<file path="src/rtl/count_scheduler.sv">
// Two-requester burst scheduler driving the increment enable and counter select
// of a dual 64-bit counter datapath; round-robin grant, one burst at a time.
module count_scheduler #(
  parameter int LEN_W = 16
) (
  input  logic             Clk,
  input  logic             Reset,
  input  logic             req0_valid,
  input  logic [LEN_W-1:0] req0_len,
  output logic             req0_ready,
  input  logic             req1_valid,
  input  logic [LEN_W-1:0] req1_len,
  output logic             req1_ready,
  input  logic             Hold,
  output logic             En,
  output logic             Slt,
  output logic             busy,
  output logic             done,
  output logic             done_id,
  output logic [LEN_W-1:0] remaining
);

  typedef enum logic [1:0] {IDLE, RUN, DONE} state_t;

  state_t           state;
  logic             cur_id;
  logic             last_winner;
  logic [LEN_W-1:0] rem_q;
  logic             gnt0, gnt1;
  logic             acc0, acc1;

  // On a tie the port that did not win last time is granted.
  always_comb begin
    gnt0 = req0_valid & (~req1_valid | last_winner);
    gnt1 = req1_valid & (~req0_valid | ~last_winner);
  end

  always_comb begin
    req0_ready = (state == IDLE) & gnt0;
    req1_ready = (state == IDLE) & gnt1;
    acc0       = req0_valid & req0_ready;
    acc1       = req1_valid & req1_ready;
    En         = (state == RUN) & ~Hold;
    Slt        = (state == RUN) & cur_id;
    busy       = (state != IDLE);
    done       = (state == DONE);
    done_id    = (state == DONE) & cur_id;
    remaining  = rem_q;
  end

  always_ff @(posedge Clk) begin
    if (Reset) begin
      state       <= IDLE;
      rem_q       <= '0;
      cur_id      <= 1'b0;
      last_winner <= 1'b1;
    end else begin
      case (state)
        IDLE: begin
          if (acc0 || acc1) begin
            cur_id      <= acc1;
            last_winner <= acc1;
            rem_q       <= acc1 ? req1_len : req0_len;
            state       <= ((acc1 ? req1_len : req0_len) == '0) ? DONE : RUN;
          end
        end
        RUN: begin
          if (!Hold) begin
            // Saturate so a corrupted zero count can never wrap.
            if (rem_q != '0) rem_q <= rem_q - LEN_W'(1);
            if (rem_q <= LEN_W'(1)) state <= DONE;
          end
        end
        DONE:    state <= IDLE;
        default: state <= IDLE;
      endcase
    end
  end

endmodule

</file>
<file path="config.mk">
export PLATFORM = sky130hd
export DESIGN_NAME = count_scheduler
export DESIGN_NICKNAME = d
export VERILOG_FILES = /design/src/rtl/count_scheduler.sv
export SDC_FILE = /design/constraint.sdc
export NUM_CORES = 1
export LEC_CHECK = 0
export BUFFER_PORTS_ARGS = -buffer_cell sky130_fd_sc_hd__buf_2
export CAP_MARGIN = 20
export CORE_MARGIN = 2
export CORE_UTILIZATION = 35
export DETAILED_ROUTE_END_ITERATION = 10
export GPL_TIMING_DRIVEN = 1
export HOLD_SLACK_MARGIN = 0.03
export PLACE_DENSITY = 0.67
export SLEW_MARGIN = 10
export SYNTH_ARGS = -nofsm -noshare
export SYNTH_HDL_FRONTEND = slang
export SYNTH_SLANG_ARGS = --single-unit
</file>
<file path="constraint.sdc">
create_clock -name Clk -period 4.1 [get_ports Clk]
set_input_delay 0.82 -clock Clk [delete_from_list [all_inputs] [get_ports Clk]]
set_output_delay 0.82 -clock Clk [all_outputs]
set_load 0.01 [all_outputs]
</file>
After elaboration in Yosys (flattened, before gate mapping)
Index checks and enable logic that the tools add are counted.
{ "totals": {"reg_bits": 20, "out_inout_bits": 23} }
{ "classes": {"add_sub_neg": 1, "bitwise_logic": 15, "reduce_logical": 9, "mux": 10, "n_lt_le_gt_ge": 1, "eq_ne": 6} }
{ "ops": {"columns": ["cell", "n"], "rows": [
  ["16-bit 2-to-1 mux", 4],
  ["16-bit one-hot mux with 2 select lines", 1],
  ["16-bit by 1-bit less-or-equal comparator with 1-bit output (second input constant)", 1],
  ["16-bit logical NOT", 1],
  ["16-bit nonzero test", 1],
  ["16-bit by 1-bit subtractor with 16-bit output (second input constant)", 1],
  ["1-bit AND", 9],
  ["2-bit 2-to-1 mux", 4],
  ["2-bit by 1-bit != test with 1-bit output (second input constant)", 3],
  ["1-bit inverter", 4],
  ["2-bit one-hot mux with 2 select lines", 1],
  ["4-bit AND reduction", 1],
  ["2-bit nonzero test", 2],
  ["3-bit AND reduction", 1],
  ["2-bit by 1-bit == test with 1-bit output (second input constant)", 1],
  ["2-bit == test (second input constant)", 1],
  ["2-bit logical NOT", 1],
  ["2-bit != test (second input constant)", 1],
  ["1-bit OR", 2],
  ["2-bit AND reduction", 1],
  ["1-bit logical OR", 1]
]} }

Depth between registers and ports, before layout
{ "logic_depth": {"word_depth": 10, "depth_mapped": 7, "ltp_nobuf": 7} }

Worst setup path after synthesis
OpenSTA, ideal clock, no wires.
{ "synth_timing": {"path_type": "in2out", "from": "input port req1_valid", "to": "output port req1_ready", "t_required_ns": 3.280, "stages": 4, "setup_slack_ns": 1.689, "t_arrival_ns": 1.591, "cell_sequence": "or3b_1 > a21o_1 > buf_4 > clkinv_2"} }
{ "synth_between": {"elab_chain_cells": 2} }
{ "synth_lines": {"columns": ["item", "line", "text"], "rows": [
  ["from (decl)", "11", "input logic req1_valid,"],
  ["1-bit AND", "35", "gnt1 = req1_valid & (~req0_valid | ~last_winner);"],
  ["1-bit AND", "40", "req1_ready = (state == IDLE) & gnt1;"],
  ["to (decl)", "13", "output logic req1_ready,"]
]} }
No other way between the ends.

Worst setup path in the final report
Same ends and word-level chain as after synthesis.

==> impl_metrics.json <==
{
  "setup-tns-final_ns": 0,
  "area_delta_synth_final_pct": 24.2,
  "io_pins": 60,
  "vdd_drop_max_v": 0.000150,
  "crit_chain": "buf_2 -> or3b_1 -> a21o_1 -> clkinv_2 -> buf_2",
  "dieArea_um2": 4940,
  "core.rowCount": 24,
  "clock_sinks": 20,
  "synth_area_um2": 1540,
  "dpl.hpwl_um": 3620,
  "synthArstFlopShare_pct": 0,
  "ys_ff_latch": 20,
  "tightest_slew_ns": 1.02,
  "required_ns": 3.28,
  "first_iter_violations": 165,
  "synth-edff-count": 0,
  "cp_slowest_stage_delay_ns": 0.52,
  "fmax_mhz": 337,
  "utilization_pct": 44.5,
  "period_share_pct": 72.5,
  "grt_busiest_layer": "met2",
  "fin_total_pwr_uw": 812,
  "synthFlopType": "dfxtp_1",
  "dieWidth_um": 70.3,
  "status": "completed",
  "finalMaxSlewViolations": 0,
  "crit_family": "buffers and inverters",
  "avgViaCountPerCell": 5.83,
  "relSlewSlack_pct": 31.5,
  "portBuffers": 59,
  "gr-usage-all-layers_pct": 19.6,
  "cp_data_arrival_time_ns": 2.15,
  "cpMaxStageDelayCell": "a21o_1",
  "yosysWarningCount": 0,
  "period_needed_ns": 2.97,
  "wl_per_cell_um": 15.6,
  "syn_avg_cell_area_um2": 7.54,
  "postCtsHoldBufs": 0,
  "rsz0062_at_grt": "false",
  "dpl.cell_count": 306,
  "grtUsageMet3_pct": 3.32,
  "die_height_um": 70.3,
  "nNetsFinal": 299,
  "insertion_delay_ns": 0.26,
  "grt_pass1_wl_um": 7940,
  "clockBufferDepth": 2,
  "hold_class": "reg -> reg",
  "ant_nets": 0,
  "syn_inst": 204,
  "leakagePower_nw": 0.825,
  "globalplace.congestion": 0.809,
  "post_dp_cell_area_um2": 1860,
  "htreeDepth": 1,
  "initial_utilization_pct": 35.8,
  "num_vias": 1806,
  "yosysUniqueCellTypes": 44,
  "pwr_density_cell_nw_per_um2": 425,
  "use_met1_pct": 27.4,
  "cts_resized": 0,
  "setup_viol": 0,
  "critPathKind": "in -> out",
  "num_antenna_cells": 0,
  "cp-start-kind": "input pin",
  "cp_common_cell": "buf_2",
  "coreArea_um2": 4290,
  "crit_path_max_fanout": 19,
  "wirelength_um": 4850,
  "final_area_um2": 1910,
  "synth_seq_area_share_pct": 26.0,
  "syn-num-nets": 244,
  "clkSlewWorstSetupHoldPaths_ns": 0.08,
  "final.fill_count": 476,
  "cts_tree": "yes",
  "grt_pass1_vias": 1660,
  "skew_ns": 0.00371,
  "cts_buffers": 3,
  "critPathCaptureType": "output port",
  "antenna_found_initial": 0,
  "grt.overflow.total": 0,
  "layout-drive-gt1-share_pct": 31.0,
  "path_buf_inv": 3,
  "grtUsageMet2_pct": 30.6,
  "timing_hold_violations_final": 0,
  "cap_violations": 0,
  "postCtsSetupBuffers": 0,
  "grt_max_degree": 35,
  "clockRootBuffer": "clkbuf_8",
  "layout.cells.non_filler": 310,
  "dr.pass1.iters": 4,
  "drc": 0
}
==> logic make-up after synthesis <==
family	share of synthesized area, %
simple gates	28.2
compound gates	31.2
buf+inv	6.51
flops	26.0
mux	5.61
fa+ha+maj	2.44
==> worst reg2reg max path: cells and delay by family, from the launching register on <==
family | cells | cell delay [ns]
AO/OA/AOI/OAI | 3 | 0.96
AND/OR/NAND/NOR | 2 | 0.83
flip-flops | 1 | 0.37
==> power by group <==
part           total [mW]  switching, mW  leakage [nW]  internal, mW
Clock               0.155         0.0699        0.0288        0.0854
Sequential          0.273         0.0470         0.165         0.226
Combinational       0.383          0.230         0.631         0.153
Total               0.812          0.347         0.825         0.465
==> metal layers <==
| layer | wire length (µm) | up-vias |
|---|---|---|
| met5 | 0 | - |
| met4 | 60 | 0 |
| met3 | 371 | 6 |
| met2 | 2230 | 74 |
| met1 | 2190 | 843 |
| li1 | - | 883 |
==> path summary, 6_finish.rpt <==
path	to	from	slack, ns	cells past startpoint
setup reg to reg	remaining[3]$_SDFFE_PP0P_	remaining[4]$_SDFFE_PP0P_	1.81	5
hold / removal	remaining[15]$_SDFFE_PP0P_	remaining[15]$_SDFFE_PP0P_	0.50	2
setup / recovery	req1_ready	req1_valid	1.13	5
hold reg to reg	remaining[15]$_SDFFE_PP0P_	remaining[15]$_SDFFE_PP0P_	0.50	2
==> cell usage in the layout, fill, tap and decap left out, drive strengths merged, types with 2 or more instances in the layout <==
cell type  count
a311o          4
o211ai         4
and2           3
nor2          18
nand3          6
a31o           3
a31oi          7
nor4          15
nor3b          2
dfxtp         20
nand4          7
a21oi         24
mux2           5
ha             3
buf           62
nand2         20
o41a           2
o21a           2
mux2i          3
nor3           2
a211o          3
clkbuf         4
inv            8
nand2b         4
o21ai         15
==> metrics by stage <==
stage               hold WS (ns)  worst slack, ns
floorplan                  0.454             1.69
global placement           0.481             1.14
detailed placement         0.480             1.14
CTS                        0.496             1.12
global route               0.555             1.01
finish                     0.497             1.13
==> registers in the layout, indices dropped and copies added, names as in the netlist <==
register	count
state	2
last_winner	1
cur_id	1
remaining	16
==> synthesized netlist by cell type (2+ instances only) <==
library cell,number,area (µm²)
nor2_1,18,67.6
a21oi_1,24,120
a31o_2,3,26.3
a311o_1,4,40.0
nand2_1,20,75.1
nand3_1,6,30.0
and2_1,3,18.8
nor4_1,12,75.1
nand4_1,6,37.5
o21ai_1,13,65.1
mux2_2,5,56.3
a31oi_1,7,43.8
o41a_1,2,22.5
nor3_1,2,10.0
dfxtp_1,20,400
o211ai_1,4,30.0
mux2i_1,3,30.0
clkbuf_1,8,30.0
nor3b_1,2,15.0
o21a_1,2,15.0
ha_1,3,37.5
a211o_1,3,26.3
buf_6,2,22.5
inv_1,8,30.0
nand2b_1,4,25.0
nor4_2,2,25.0
==> cell type report <==
class,instances,area [µm²],share of cell area (%)
clock buffers,4,55.1,2.88
inverters,9,35.0,1.83
multi-input cells,163,1040,54.3
flip-flops and latches,20,400,21.0
well taps,52,65.1,3.41
repair buffers,62,318,16.6
(Power assumes the default switching activity.)
